File: config.mk
export PLATFORM = sky130hd
export DESIGN_NAME = freq_generator_flat
export DESIGN_NICKNAME = d
export VERILOG_FILES = /design/src/rtl/freq_generator_if.sv /design/src/rtl/freq_generator.sv /design/src/flat_wrapper.sv
export SDC_FILE = /design/constraint.sdc
export NUM_CORES = 1
export LEC_CHECK = 0
export ABC_AREA = 1
export ABC_CLOCK_PERIOD_IN_PS = 5650
export CELL_PAD_IN_SITES_DETAIL_PLACEMENT = 1
export CELL_PAD_IN_SITES_GLOBAL_PLACEMENT = 1
export CORE_ASPECT_RATIO = 0.6
export CORE_MARGIN = 3
export CORE_UTILIZATION = 45
export DETAILED_ROUTE_END_ITERATION = 6
export PLACE_DENSITY = 0.79
export REMOVE_ABC_BUFFERS = 1
export SETUP_SLACK_MARGIN = 0.05
export SLEW_MARGIN = 20
export SYNTH_ARGS = -nofsm -noshare
export SYNTH_HDL_FRONTEND = slang
export SYNTH_SLANG_ARGS = --single-unit
File: constraint.sdc
create_clock -name clk -period 5.65 [get_ports clk]
set_input_delay 1.13 -clock clk [delete_from_list [all_inputs] [get_ports clk]]
set_output_delay 1.13 -clock clk [all_outputs]
set_load 0.02 [all_outputs]
File: src/rtl/freq_generator_if.sv
// Setpoint/control bundle for the square-wave generator.
// master drives freq_in/load/enable; slave returns pin_out/busy/running/err.
interface freq_generator_if #(
  parameter int FREQ_W = 20
);
  logic [FREQ_W-1:0] freq_in;
  logic              load;
  logic              enable;
  logic              pin_out;
  logic              busy;
  logic              running;
  logic              err;

  modport master (
    output freq_in, load, enable,
    input  pin_out, busy, running, err
  );

  modport slave (
    input  freq_in, load, enable,
    output pin_out, busy, running, err
  );
endinterface

File: src/rtl/freq_generator.sv
// Programmable 50% square wave: setpoint in Hz -> half-period via divider.
// Ports: clk, rst (async active-low), bus (freq_in/load/enable in; pin_out/busy/running/err out).
module freq_generator #(
  parameter int CLK_HZ = 50000000,
  parameter int FREQ_W = 20,
  parameter int DIV_W  = 26
) (
  input logic        clk,
  input logic        rst,
  freq_generator_if.slave bus
);

  localparam int CW = $clog2(DIV_W + 1);
  localparam logic [DIV_W-1:0] DIVIDEND = DIV_W'(CLK_HZ);
  localparam logic [DIV_W-1:0] F_MAX = DIV_W'(CLK_HZ / 2);

  typedef enum logic [1:0] {
    IDLE,
    CHECK,
    DIV,
    RUN
  } state_t;

  state_t state, state_n;

  logic [FREQ_W-1:0] f_reg;
  logic [DIV_W:0]    rem, rem_n;
  logic [DIV_W:0]    divisor, diff;
  logic [DIV_W+1:0]  trial;
  logic [DIV_W-1:0]  quo, quo_n;
  logic [DIV_W-1:0]  half_q, cnt;
  logic [CW-1:0]     step;
  logic              bad, last, ge;
  logic              gated;
  logic              pin_q, busy_q;
  logic              run_q, err_q;

  assign bad = (f_reg == '0) ||
               (DIV_W'(f_reg) > F_MAX);
  assign last = (step == CW'(DIV_W - 1));
  assign divisor = (DIV_W+1)'({f_reg, 1'b0});

  // restoring divide step: shift in next dividend bit
  assign trial = {rem, quo[DIV_W-1]};
  assign ge = (trial >= {1'b0, divisor});
  assign diff = trial[DIV_W:0] - divisor;

  always_comb begin
    rem_n = trial[DIV_W:0];
    quo_n = {quo[DIV_W-2:0], 1'b0};
    if (ge) begin
      rem_n = diff;
      quo_n = {quo[DIV_W-2:0], 1'b1};
    end
  end

  always_comb begin
    state_n = state;
    unique case (state)
      IDLE:  if (bus.load) state_n = CHECK;
      CHECK: state_n = bad ? IDLE : DIV;
      DIV:   if (last) state_n = RUN;
      RUN:   if (bus.load) state_n = CHECK;
    endcase
  end

  always_ff @(posedge clk or negedge rst) begin
    if (!rst) state <= IDLE;
    else      state <= state_n;
  end

  always_ff @(posedge clk or negedge rst) begin
    if (!rst) begin
      f_reg  <= '0;
      rem    <= '0;
      quo    <= '0;
      step   <= '0;
      half_q <= '0;
      cnt    <= '0;
      gated  <= 1'b0;
      pin_q  <= 1'b0;
      busy_q <= 1'b0;
      run_q  <= 1'b0;
      err_q  <= 1'b0;
    end else begin
      unique case (state)
        IDLE: begin
          if (bus.load) begin
            f_reg <= bus.freq_in;
            pin_q <= 1'b0;
          end
        end
        CHECK: begin
          err_q <= bad;
          rem   <= '0;
          quo   <= DIVIDEND;
          step  <= '0;
        end
        DIV: begin
          rem  <= rem_n;
          quo  <= quo_n;
          step <= step + CW'(1);
          if (last) begin
            half_q <= quo_n;
            cnt    <= '0;
            pin_q  <= bus.enable;
            // disabled at exit: first enable starts a full high phase
            gated  <= !bus.enable;
          end
        end
        RUN: begin
          if (bus.load) begin
            f_reg <= bus.freq_in;
            pin_q <= 1'b0;
            cnt   <= '0;
          end else if (!bus.enable) begin
            pin_q <= 1'b0;
            cnt   <= '0;
            gated <= 1'b1;
          end else if (gated) begin
            pin_q <= 1'b1;
            cnt   <= '0;
            gated <= 1'b0;
          end else if (cnt == half_q - DIV_W'(1)) begin
            pin_q <= !pin_q;
            cnt   <= '0;
          end else begin
            cnt <= cnt + DIV_W'(1);
          end
        end
      endcase
      busy_q <= (state_n == CHECK) ||
                (state_n == DIV);
      run_q  <= (state_n == RUN);
    end
  end

  assign bus.pin_out = pin_q;
  assign bus.busy    = busy_q;
  assign bus.running = run_q;
  assign bus.err     = err_q;

endmodule

File: src/flat_wrapper.sv
// flat-port wrapper written by rule: the top's interface ports become plain ports
module freq_generator_flat 
#(
  parameter int CLK_HZ = 50000000,
  parameter int FREQ_W = 20,
  parameter int DIV_W  = 26
)
  (clk, rst, bus_freq_in, bus_load, bus_enable, bus_pin_out, bus_busy, bus_running, bus_err);
  freq_generator_if #(.FREQ_W(FREQ_W)) bus_i ();
  input logic clk;
  input logic rst;
  input wire logic [$bits(bus_i.freq_in)-1:0] bus_freq_in;
  input wire logic [$bits(bus_i.load)-1:0] bus_load;
  input wire logic [$bits(bus_i.enable)-1:0] bus_enable;
  output wire logic [$bits(bus_i.pin_out)-1:0] bus_pin_out;
  output wire logic [$bits(bus_i.busy)-1:0] bus_busy;
  output wire logic [$bits(bus_i.running)-1:0] bus_running;
  output wire logic [$bits(bus_i.err)-1:0] bus_err;
  assign bus_i.freq_in = bus_freq_in;
  assign bus_i.load = bus_load;
  assign bus_i.enable = bus_enable;
  assign bus_pin_out = bus_i.pin_out;
  assign bus_busy = bus_i.busy;
  assign bus_running = bus_i.running;
  assign bus_err = bus_i.err;
  freq_generator #(.CLK_HZ(CLK_HZ), .FREQ_W(FREQ_W), .DIV_W(DIV_W)) u_core (.clk(clk), .rst(rst), .bus(bus_i));
endmodule
* Yosys cells after proc, flatten, opt, wreduce, memory -nomap -nowiden
Cells that the tools add are included.
** Storage, ports and cells
- Latch bits :: 0
- Output and inout port bits :: 4
- Input bits :: 24
- Bits in registers :: 137
- Word-level logic and storage cells :: 69
- Memories kept :: 0
- RAM bits :: 0
- Bits in read-only memories :: 0
** Cells by class
- Reductions and logical operators :: 14
- Multipliers :: 0
- Add/subtract/negate cells :: 4
- Bitwise logic cells :: 0
- Muxes and demuxes :: 26
- Shift operators :: 0
- Order comparisons :: 1
- Eq/ne operators :: 12
- Div/mod/pow operators :: 0
** Operators with widths (count)
- 2-to-1 mux 26 bit :: 5
- one-hot mux 26 bit (2 select lines) :: 2
- one-hot mux 27 bit (2 select lines) :: 1
- >= comparator 28 x 21 -> 1 bit :: 1
- 2-to-1 mux 27 bit :: 1
- subtractor 27 x 21 -> 27 bit :: 1
- adder 26 x 1 -> 26 bit (second input constant) :: 1
- equality test 26 bit :: 1
- subtractor 26 x 1 -> 26 bit (second input constant) :: 1
- zero test 20 bit :: 1
- 2-to-1 mux 1 bit :: 10
- one-hot mux 5 bit (2 select lines) :: 1
- equality test 2 bit (second input constant) :: 4
- 2-to-1 mux 2 bit :: 3
- one-hot mux 2 bit (3 select lines) :: 1
- AND reduction 2 bit :: 3
- adder 5 x 1 -> 5 bit (second input constant) :: 1
- equality test 5 bit (second input constant) :: 1
- != test 5 x 3 -> 1 bit (second input constant) :: 1
- equality test 2 x 1 -> 1 bit (second input constant) :: 2
- != test 2 bit (second input constant) :: 2
- AND reduction 4 bit :: 1
- nonzero test 2 bit :: 2
- one-hot mux 1 bit (3 select lines) :: 1
- other kinds (8) :: 9

* Longest topological paths before layout
Gate-level depths: netlist (run 1).
- Word-level depth :: 7
- Mapped depth :: 18
- Mapped depth without buffers :: 16

* Worst setup path after synthesis (run 1)
Ideal clock, no wire load.
- Path type :: register to register
- From :: register u_core.rem[0]
- To :: register u_core.rem[25]
- Required time :: 5.584 ns
- Path slack :: 3.479 ns
- Path buffers :: 0
- Library setup time :: 0.066 ns
- Arrival time :: 2.106 ns
- Stages on the path, launching flop included :: 14
- Period minus slack after synthesis :: 2.171 ns
- Cell sequence :: dfrtp_1 -> inv_1 -> ha_1 -> fa_1 -> inv_1 -> nand3_1 -> nand2_1 -> a21boi_0 -> o21ai_0 -> nand3_1 -> nand3_1 -> xor2_1 -> nand4_1 -> nand2_1
** On the way
- Longest elaborated chain between the ends :: 3
- Elaborated cells on any way between the ends :: 4
- Classes of those cells :: 1 x add/sub; 1 x order compare; 2 x mux
** RTL lines
- start, declared :: line freq_generator.sv:27 : logic [DIV_W:0] rem, rem_n;
- start signal, assigned :: line freq_generator.sv:100 : rem <= rem_n;
- subtractor 27 x 21 -> 27 bit / >= comparator 28 x 21 -> 1 bit (equally long branches) :: line freq_generator.sv:46, freq_generator.sv:45
- 2-to-1 mux 27 bit (*) :: line freq_generator.sv:51 : if (ge) begin
- one-hot mux 27 bit (2 select lines) (*) :: line freq_generator.sv:86 : unique case (state)
Every way passes the cells marked *; elsewhere a longest branch is shown, timed or not.
A chain may end at the register's enable or synchronous reset.

* Worst setup path in the final report (run 1)
- From :: register u_core.rem[4]
- To :: register u_core.rem[21]
Same word-level chain as after synthesis.

==> results of run 1 <==
critical path, cell delays in order (launching register included):
cell and delay, ns:
dfrtp_1 0.41, ha_1 0.38, a21oi_1 0.30, o21ai_0 0.14, a21oi_1 0.37, o21ai_1 0.18
nand3_1 0.11, nand3_2 0.72, inv_1 0.45, nor2_1 0.07, nand3_1 0.10, o21ai_0 0.10
layout by cell type, fill, tap and decap left out, drive strengths merged, types with 2 or more instances in the layout:
cell type      synthesis  final
nand2                245    245
nor2                 149    149
inv                  144    147
dfrtp                137    137
o21ai                 74     74
a21oi                 63     63
nand3                 63     63
xor2                  43     43
ha                    30     30
clkdlybuf4s50          0     26
nand4                 23     23
o22ai                 22     22
xnor2                 22     22
clkbuf                24     19
nor3                  13     13
a22oi                 12     12
nor4                  10     10
nand3b                 6      6
o211ai                 5      5
clkinvlp               0      5
buf                   11      5
nor3b                  3      3
o21bai                 3      3
bufinv                 0      3
and2                   3      3
or3                    2      2
o32ai                  2      2
a21o                   2      2
clkinv                 0      2
kinds of logic after synthesis:
family | share of synthesized area [%]
AND/OR/NAND/NOR | 26.9
AO/OA/AOI/OAI | 12.6
buffers and inverters | 8.35
flip-flops | 40.6
XOR/XNOR | 6.74
adder cells (fa/ha/maj) | 4.68
multiplexers | 0.133
routing by layer:
metal,global-route usage (%),share of wire (%)
met3,5.93,5.7
met2,32.8,38
met5,0,0
met1,43.0,56
met4,5.12,0.80
power groups by stage:
stage               logic, mW  clock network, mW  registers [mW]
global placement         1.56                  0            1.28
finish                   1.65               1.20            1.28
global route             1.83               1.26            1.30
CTS                      1.63               1.21            1.28
floorplan                1.09                  0            1.27
detailed placement       1.61                  0            1.29
worst max-delay path by stage:
stage                                      startpoint                         end  slack, ns  depth (start not counted)
after floorplan             u_core.state[0]$_DFF_PN0_   u_core.bus.busy$_DFF_PN0_       2.74                          6
after global placement      u_core.rem[2]$_DFFE_PN0P_  u_core.rem[21]$_DFFE_PN0P_       2.43                         11
after detailed placement  u_core.f_reg[2]$_DFFE_PN0P_  u_core.rem[21]$_DFFE_PN0P_       2.34                         12
after CTS                   u_core.rem[4]$_DFFE_PN0P_  u_core.rem[21]$_DFFE_PN0P_       2.26                         11
after global routing      u_core.f_reg[4]$_DFFE_PN0P_  u_core.rem[21]$_DFFE_PN0P_       1.92                         12
final                       u_core.rem[4]$_DFFE_PN0P_  u_core.rem[21]$_DFFE_PN0P_       2.17                         11
final cells by class:
type | count | share of cell area, %
clock inverters | 13 | 1.76
multi-input cells | 807 | 45.4
flip-flops and latches | 137 | 36.1
clock buffers | 19 | 4.76
well taps | 240 | 3.16
inverters | 144 | 5.69
repair buffers | 31 | 3.17
cell usage after synthesis (9+ instances only):
library cell	instances
nand2_1	241
inv_1	142
dfrtp_1	137
nor2_1	130
o21ai_0	72
a21oi_1	63
nand3_1	60
xor2_1	43
ha_1	30
clkbuf_1	24
nand4_1	23
o22ai_1	22
xnor2_1	22
nor2_2	19
nor3_1	13
a22oi_1	12
nor4_1	9
==> impl_metrics.tcl, run 1 <==
set metrics [dict create \
    hp-class "reg -> reg" \
    antenna_left 0 \
    max_freq_mhz 288 \
    ys_warn_count 0 \
    hold-path-endpoint "u_core.rem[26]$_DFFE_PN0P_" \
    final_area_mm2 0.00951 \
    cts_setup_buffers 0 \
    final_cells 1391 \
    vias_per_cell 5.50 \
    final_util_pct 52.1 \
    grtUsageTotal_pct 25.7 \
    grt_pass1_vias 7388 \
    ff_latch_area_mm2 0.00343 \
    setup_viol_count_final 0 \
    clkTransAtPathRegs_ns 0.06 \
    syn-cell-area_mm2 0.00845 \
    wl_per_cell_um 18.4 \
    fill_cells 2293 \
    post-route-min-period_ns 3.48 \
    place_congestion 0.926 \
    ys_seq_area_share_pct 40.6 \
    arrival_ns 3.79 \
    avgSynthCellArea_um2 7.52 \
    cts_made_buffers 17 \
    status "finished, final reports clean" \
    switchingPower_mw 1.76 \
    reg2reg_depth 11 \
    r2r_start "u_core.rem[4]$_DFFE_PN0P_" \
    r2r_slack_ns 2.17 \
    boundaryPins 28 \
    tritoncts "yes" \
    sw_frac_of_total_pct 42.8 \
    hold_violations 0 \
    critPathLaunchType "flop" \
    clk_latency_ns 0.44 \
    grt-ovfl-total 0 \
    cp.required_ns 5.96 \
    cts_max_level 4 \
    area_delta_synth_final_pct 12.5 \
    drt_drc_violations_left 0 \
    worst_hold_path.num_cells 2 \
    synth_top_cells_by_area "dfrtp_1 41%, nand2_1 11%, inv_1 6.3%" \
    power.density_mw_per_mm2 434 \
    r2r_end "u_core.rem[21]$_DFFE_PN0P_" \
    dp_hpwl_um 18500 \
    die-area_mm2 0.0205 \
    finalWorstSetupSlack_ns 2.17 \
    slew_viol_final 0 \
    synth_ff_type "dfrtp_1" \
    cts-resized-gates 0 \
    synth-seq-cells 137 \
    synth_edf_count 0 \
    dp_slack_ns 2.34 \
    place_area_mm2 0.00889 \
    grt_max_degree 97 \
    tightest_slew_ns 1.19 \
    power_mw 4.12 \
    drt_iter0_markers 597 \
    worstSetupEndpointType "flop" \
    seqPwrFrac_pct 31.0 \
    worstPathMaxFanout 46 \
    internal_power_mw 2.36 \
    worstHoldStart "u_core.rem[26]$_DFFE_PN0P_" \
    antenna_found_initial 0 \
    synth-async-reset-ratio_pct 100 \
    first_pass_iters 5 \
    crit_type "reg -> reg" \
    finalCritPeriodShare_pct 61.5 \
    synth_top_area_cell "dfrtp_1" \
    drive_gt1_share_pct 5.91 \
    largest_register_ff_count 27 \
    max_cap_viol_count 0 \
    hold_ws_ns 0.502 \
    dieWidth_um 183 \
    synth_top_area_share_pct 40.6 \
    dp.cells 1359 \
    cts_hold_buffers 0 \
    cts.sinks 137 \
    row_count 38 \
    grt_pass1_wl_um 41400 \
    ir_worst_vdd_uv 248 \
    io_buffers 27 \
    fp.dieH_um 112 \
    clockPowerShare_pct 29.0 \
    pwr-share-comb_pct 40.0 \
    vias 7648 \
    power.leakage_nw 4.69 \
    maxSlewHeadroom_pct 20.2 \
    initial_core_util_pct 46.3 \
    cts_root_buf "clkbuf_16" \
    nets 1193 \
    clock_path_buffers 2 \
    diodes 0 \
    skew_ns 0.00954 \
    regMostFlops "u_core.rem" \
    core_area_mm2 0.0183 \
    multi_input_area_mm2 0.00432 \
    synth_cell_types 48 \
    final.setup.tns_ns 0 \
    grt_setup_unrepaired "no" \
    syn_inst 1123 \
    drt-total-wl_um 25500 \
]
(Power assumes the default switching activity.)
==> inputs of run 2 (changes only) <==
ABC_CLOCK_PERIOD_IN_PS = 3450   (was 5650)
clock period = 3.45 ns   (was 5.65 ns; I/O delays follow)
==> run 2 against run 1 <==
  * Die area unchanged
  * Hold slack worse by 0.29 ns
  * Clock-buffer cell count shrank 1
==> impl_metrics.tcl, run 2 (same netlist as run 1, synthesis figures left out) <==
set metrics [dict create \
    path_buf_inv 2 \
    largest_register_ff_count 27 \
    final_util_pct 52.2 \
    cts_made_buffers 17 \
    hold_violations 0 \
    ir_worst_vdd_uv 489 \
    drt_iter0_markers 622 \
    diodes 0 \
    cp_slowest_stage_delay_ns 0.42 \
    clock_path_buffers 2 \
    drive_gt1_share_pct 6.48 \
    met3_usage_pct 5.25 \
    wl_per_cell_um 18.5 \
    cts_max_level 4 \
    first_pass_iters 4 \
    dp_slack_ns 0.423 \
    grt-ovfl-total 0 \
    use_met1_pct 42.2 \
    critPathLaunchType "flop" \
    vias_per_cell 5.58 \
    slew_viol_final 0 \
    grt_setup_unrepaired "no" \
    final_common_cell "nand2_1" \
    place_congestion 0.912 \
    worstSetupEndpointType "flop" \
    finalWorstSetupSlack_ns 0.499 \
    dp_hpwl_um 19400 \
    nets 1200 \
    fill_cells 2308 \
    met2_usage_pct 36.2 \
    final.setup.tns_ns 0 \
    worstPathMaxFanout 20 \
    cp.required_ns 3.74 \
    clkTransAtPathRegs_ns 0.07 \
    drt-total-wl_um 25900 \
    max_freq_mhz 339 \
    slowest_stage "dfrtp_1" \
    drt_drc_violations_left 0 \
    globalRoute.busiestLayer "met1" \
    setup_viol_count_final 0 \
    grt_pass1_vias 8001 \
    antenna_found_initial 0 \
    tritoncts "yes" \
    area_delta_synth_final_pct 12.9 \
    crit_family "simple AND/OR/NAND/NOR gates" \
    io_buffers 27 \
    grt_pass1_wl_um 42900 \
    die-area_mm2 0.0205 \
    status "finished, final reports clean" \
    dieWidth_um 183 \
    initial_core_util_pct 46.3 \
    post-route-min-period_ns 2.95 \
    core_area_mm2 0.0183 \
    fp.dieH_um 112 \
    place_area_mm2 0.00896 \
    crit_chain "inv_1 > ha_1 > nand2_2 > nor2_4 > nand3_1 > o21ai_0 > nand2_1 > nor2_1 > nand2_1 > nor2_2 > nand3_2 > nand3_2 > nand2_2 > inv_2 > nor2_1" \
    tightest_slew_ns 0.840 \
    hold_ws_ns 0.213 \
    maxSlewHeadroom_pct 43.9 \
    finalCritPeriodShare_pct 85.5 \
    crit_type "reg -> reg" \
    vias 7804 \
    skew_ns 0.00937 \
    final_cell_mix "241 x nand2_1, 142 x inv_1, 137 x dfrtp_1" \
    power.density_mw_per_mm2 703 \
    arrival_ns 3.24 \
    boundaryPins 28 \
    power.leakage_nw 4.73 \
    grtUsageTotal_pct 26.4 \
    max_cap_viol_count 0 \
    hp-class "in -> async" \
    final_area_mm2 0.00954 \
    antenna_left 0 \
    grt_max_degree 59 \
    cts_root_buf "clkbuf_16" \
    regMostFlops "u_core.rem" \
    cts.sinks 137 \
    row_count 38 \
    clk_latency_ns 0.43 \
]
[run 2: cell types whose count changed in the layout (fill, tap and decap cells not counted), sizes merged]
| cell | delta |
|---|---|
| buf | +7 |
| inv | +5 |
| clkinvlp | -4 |
| bufinv | -3 |
| clkinv | +3 |
| clkbuf | -1 |
[run 2: per-layer routing]
layer / routed length [um] / vias to the layer above
met5: 0 / -
met4: 261 / 0
met3: 1460 / 30
met2: 10200 / 183
met1: 14000 / 3885
li1: - / 3706
[run 2: per-stage QoR]
step | instances | total power [mW]
after floorplan | 1088 | 3.87
after global placement | 1366 | 4.77
after detailed placement | 1366 | 4.90
after CTS | 1398 | 6.70
after global routing | 1398 | 7.17
final | 1398 | 6.70
[run 2: final timing paths]
path,start,endpoint,slack [ns],cells after the start
max,u_core.half_q[0]$_DFFE_PN0P_,u_core.cnt[9]$_DFFE_PN0P_,0.50,15
min,rst,u_core.gated$_DFFE_PN0P_,0.21,1
max reg2reg,u_core.half_q[0]$_DFFE_PN0P_,u_core.cnt[9]$_DFFE_PN0P_,0.50,15
min reg2reg,u_core.rem[26]$_DFFE_PN0P_,u_core.rem[26]$_DFFE_PN0P_,0.51,2
max in group asynchronous,rst,u_core.rem[9]$_DFFE_PN0P_,2.48,2
min in group clk,u_core.rem[26]$_DFFE_PN0P_,u_core.rem[26]$_DFFE_PN0P_,0.51,2
[run 2: worst register-to-register path: stages (launching register included)]
cell,delay (ns)
dfrtp_1,0.42
inv_1,0.17
ha_1,0.25
nand2_2,0.14
nor2_4,0.29
nand3_1,0.22
o21ai_0,0.20
nand2_1,0.08
nor2_1,0.09
nand2_1,0.07
nor2_2,0.13
nand3_2,0.11
nand3_2,0.14
nand2_2,0.06
inv_2,0.36
nor2_1,0.10
[run 2: report_power, final]
part	internal (mW)	leakage [nW]	total (mW)	switching [mW]
registers	1.91	1.78	2.10	0.194
clock network	0.969	0.278	1.78	0.807
logic	0.855	2.67	2.83	1.97
total	3.73	4.73	6.70	2.97
[run 2: final cells by class]
class	count	area (um^2)	area share, %
multi-input cells	807	4320	45.3
flip-flops and latches	137	3430	35.9
inverters	144	541	5.67
clock buffers	18	439	4.61
repair buffers	38	379	3.98
well taps	240	300	3.15
clock inverters	14	129	1.35
[run 2: repair_timing]
| action | CTS | global route |
|---|---|---|
| resized for setup | 0 | 1 |
| buffers inserted | 0 | 0 |
| hold buffers | 0 | 0 |
| endpoints found under the setup margin | 0 | 11 |
==> inputs of run 3 (changes only) <==
--- a/config.mk
+++ b/config.mk
@@ -7,5 +7,5 @@
 export LEC_CHECK = 0
 export ABC_AREA = 1
-export ABC_CLOCK_PERIOD_IN_PS = 3450
+export ABC_CLOCK_PERIOD_IN_PS = 3700
 export CELL_PAD_IN_SITES_DETAIL_PLACEMENT = 1
 export CELL_PAD_IN_SITES_GLOBAL_PLACEMENT = 1
@@ -17,5 +17,4 @@
 export REMOVE_ABC_BUFFERS = 1
 export SETUP_SLACK_MARGIN = 0.05
-export SLEW_MARGIN = 20
 export SYNTH_ARGS = -nofsm -noshare
 export SYNTH_HDL_FRONTEND = slang
==> constraint.sdc (replaced) <==
create_clock -name clk -period 3.7 [get_ports clk]
set_input_delay 0.74 -clock clk [delete_from_list [all_inputs] [get_ports clk]]
set_output_delay 0.74 -clock clk [all_outputs]
set_load 0.1 [all_outputs]
==> run 3 against run 2 <==
  * Fmax decreased by 1.4%
  * Global-route usage about the same
  * Clock skew grew 0.0022 ns
  * Critical path depth unchanged
==> impl_metrics.tcl, run 3 (same netlist as run 1, synthesis figures left out) <==
set metrics [dict create \
    slew_viol_final 0 \
    dieWidth_um 183 \
    power.density_mw_per_mm2 670 \
    largest_register_ff_count 27 \
    setup_viol_count_final 0 \
    final_common_cell "nand2_1" \
    max_freq_mhz 334 \
    tightest_slew_ns 0.964 \
    hp-class "in -> async" \
    boundaryPins 28 \
    use_met1_pct 41.9 \
    io_buffers 27 \
    area_delta_synth_final_pct 13.2 \
    nets 1200 \
    clk_latency_ns 0.43 \
    grt_pass1_wl_um 42800 \
    die-area_mm2 0.0205 \
    power_mw 6.41 \
    crit_start "u_core.half_q[0]$_DFFE_PN0P_" \
    row_count 38 \
    first_pass_iters 5 \
    post-route-min-period_ns 2.99 \
    initial_core_util_pct 46.3 \
    vias_per_cell 5.50 \
    drive_gt1_share_pct 6.39 \
    vias 7688 \
    worstSetupEndpoint "u_core.cnt[20]$_DFFE_PN0P_" \
    dp_slack_ns 0.785 \
    antenna_found_initial 0 \
    dp_hpwl_um 19100 \
    final.setup.tns_ns 0 \
    crit_type "reg -> reg" \
    drt-total-wl_um 25800 \
    power.leakage_nw 4.72 \
    globalRoute.busiestLayer "met1" \
    r2r_end "u_core.cnt[20]$_DFFE_PN0P_" \
    arrival_ns 3.29 \
    antenna_left 0 \
    cts_made_buffers 17 \
    cts-resized-gates 0 \
    cp.required_ns 3.99 \
    worstPathMaxFanout 20 \
    reg2reg_depth 15 \
    drt_drc_violations_left 0 \
    regMostFlops "u_core.rem" \
    cts_root_buf "clkbuf_16" \
    met2_usage_pct 36.1 \
    cts.sinks 137 \
    status "finished, final reports clean" \
    r2r_start "u_core.half_q[0]$_DFFE_PN0P_" \
    max_cap_viol_count 0 \
    met3_usage_pct 7.12 \
    r2r_slack_ns 0.71 \
    grtUsageTotal_pct 26.4 \
    skew_ns 0.0116 \
    drt_iter0_markers 615 \
    clock_path_buffers 2 \
    maxSlewHeadroom_pct 35.5 \
    finalCritPeriodShare_pct 80.9 \
    final_cell_mix "241 x nand2_1, 142 x inv_1, 137 x dfrtp_1" \
    grt_setup_unrepaired "no" \
    fp.dieH_um 112 \
    clkTransAtPathRegs_ns 0.06 \
    core_area_mm2 0.0183 \
    worstSetupEndpointType "flop" \
    cts_setup_buffers 0 \
    diodes 0 \
    wl_per_cell_um 18.5 \
    cts_max_level 4 \
    cts_hold_buffers 0 \
    hold_violations 0 \
    tritoncts "yes" \
    critPathLaunchType "flop" \
    ir_worst_vdd_uv 377 \
    grt-ovfl-total 0 \
    grt_max_degree 68 \
    place_congestion 0.903 \
    grt_pass1_vias 7848 \
    finalWorstSetupSlack_ns 0.706 \
]
## run 3: changes by cell type in the layout (fill, tap and decap cells not counted), moves of 3 or more
| cell | before | now |
|---|---|---|
| clkinvlp_4 | 1 | 7 |
| clkinv_4 | 5 | 1 |
| bufinv_16 | 0 | 3 |
| inv_8 | 3 | 0 |
| inv_6 | 5 | 2 |
## run 3: worst min path at each step
stage	endpoint	slack, ns
4_1_cts	u_core.gated$_DFFE_PN0P_	0.35
6_report	u_core.cnt[7]$_DFFE_PN0P_	0.33
3_3_place_gp	u_core.rem[26]$_DFFE_PN0P_	0.48
5_1_grt	u_core.cnt[7]$_DFFE_PN0P_	0.37
2_1_floorplan	u_core.bus.busy$_DFF_PN0_	0.44
3_5_place_dp	u_core.rem[26]$_DFFE_PN0P_	0.48
## run 3: worst max-delay path, cell delays in order, from the launching register on
cell and delay [ns]:
dfrtp_1 0.43, inv_1 0.19, ha_1 0.25, nand2_2 0.13, nor2_2 0.40, nand3_1 0.20, o21ai_0 0.19, nand2_1 0.07
nor2_1 0.08, nand2_1 0.06, nor2_2 0.09, nand3_2 0.10, nand3_2 0.13, nand2_2 0.06, inv_2 0.38, nor2_1 0.09
## run 3: layout make-up
class                           count  area, um^2
Multi-Input combinational cell    807        4320
Inverter                          144         541
Sequential cell                   137        3430
Clock buffer                       19         443
Fill cell                        2309        8690
Tap cell                          240         300
Timing Repair Buffer               38         367
Clock inverter                     13         169
## run 3: metal layers
| layer | routed length, um | vias up | part of all wire [%] |
|---|---|---|---|
| met2 | 10100 | 185 | 39 |
| met1 | 13700 | 3782 | 53 |
| met5 | 0 | - | 0 |
| met3 | 1860 | 17 | 7.2 |
| met4 | 157 | 0 | 0.61 |
| li1 | - | 3704 | - |
## run 3: power breakdown
part	switching, mW	total [mW]	internal [mW]
clock network	0.698	1.78	1.08
registers	0.170	1.95	1.78
logic	1.91	2.68	0.763
total	2.78	6.41	3.62
## run 3: metrics by stage
step | area, um^2 | util, % | hold slack (ns) | instances
final | 9560 | 52.4 | 0.327 | 1398
after global routing | 9560 | 52.4 | 0.371 | 1398
after CTS | 9560 | 52.4 | 0.353 | 1398
after detailed placement | 8950 | 49.0 | 0.483 | 1366
after global placement | 8950 | 49.0 | 0.478 | 1366
after floorplan | 8280 | - | 0.444 | 1088
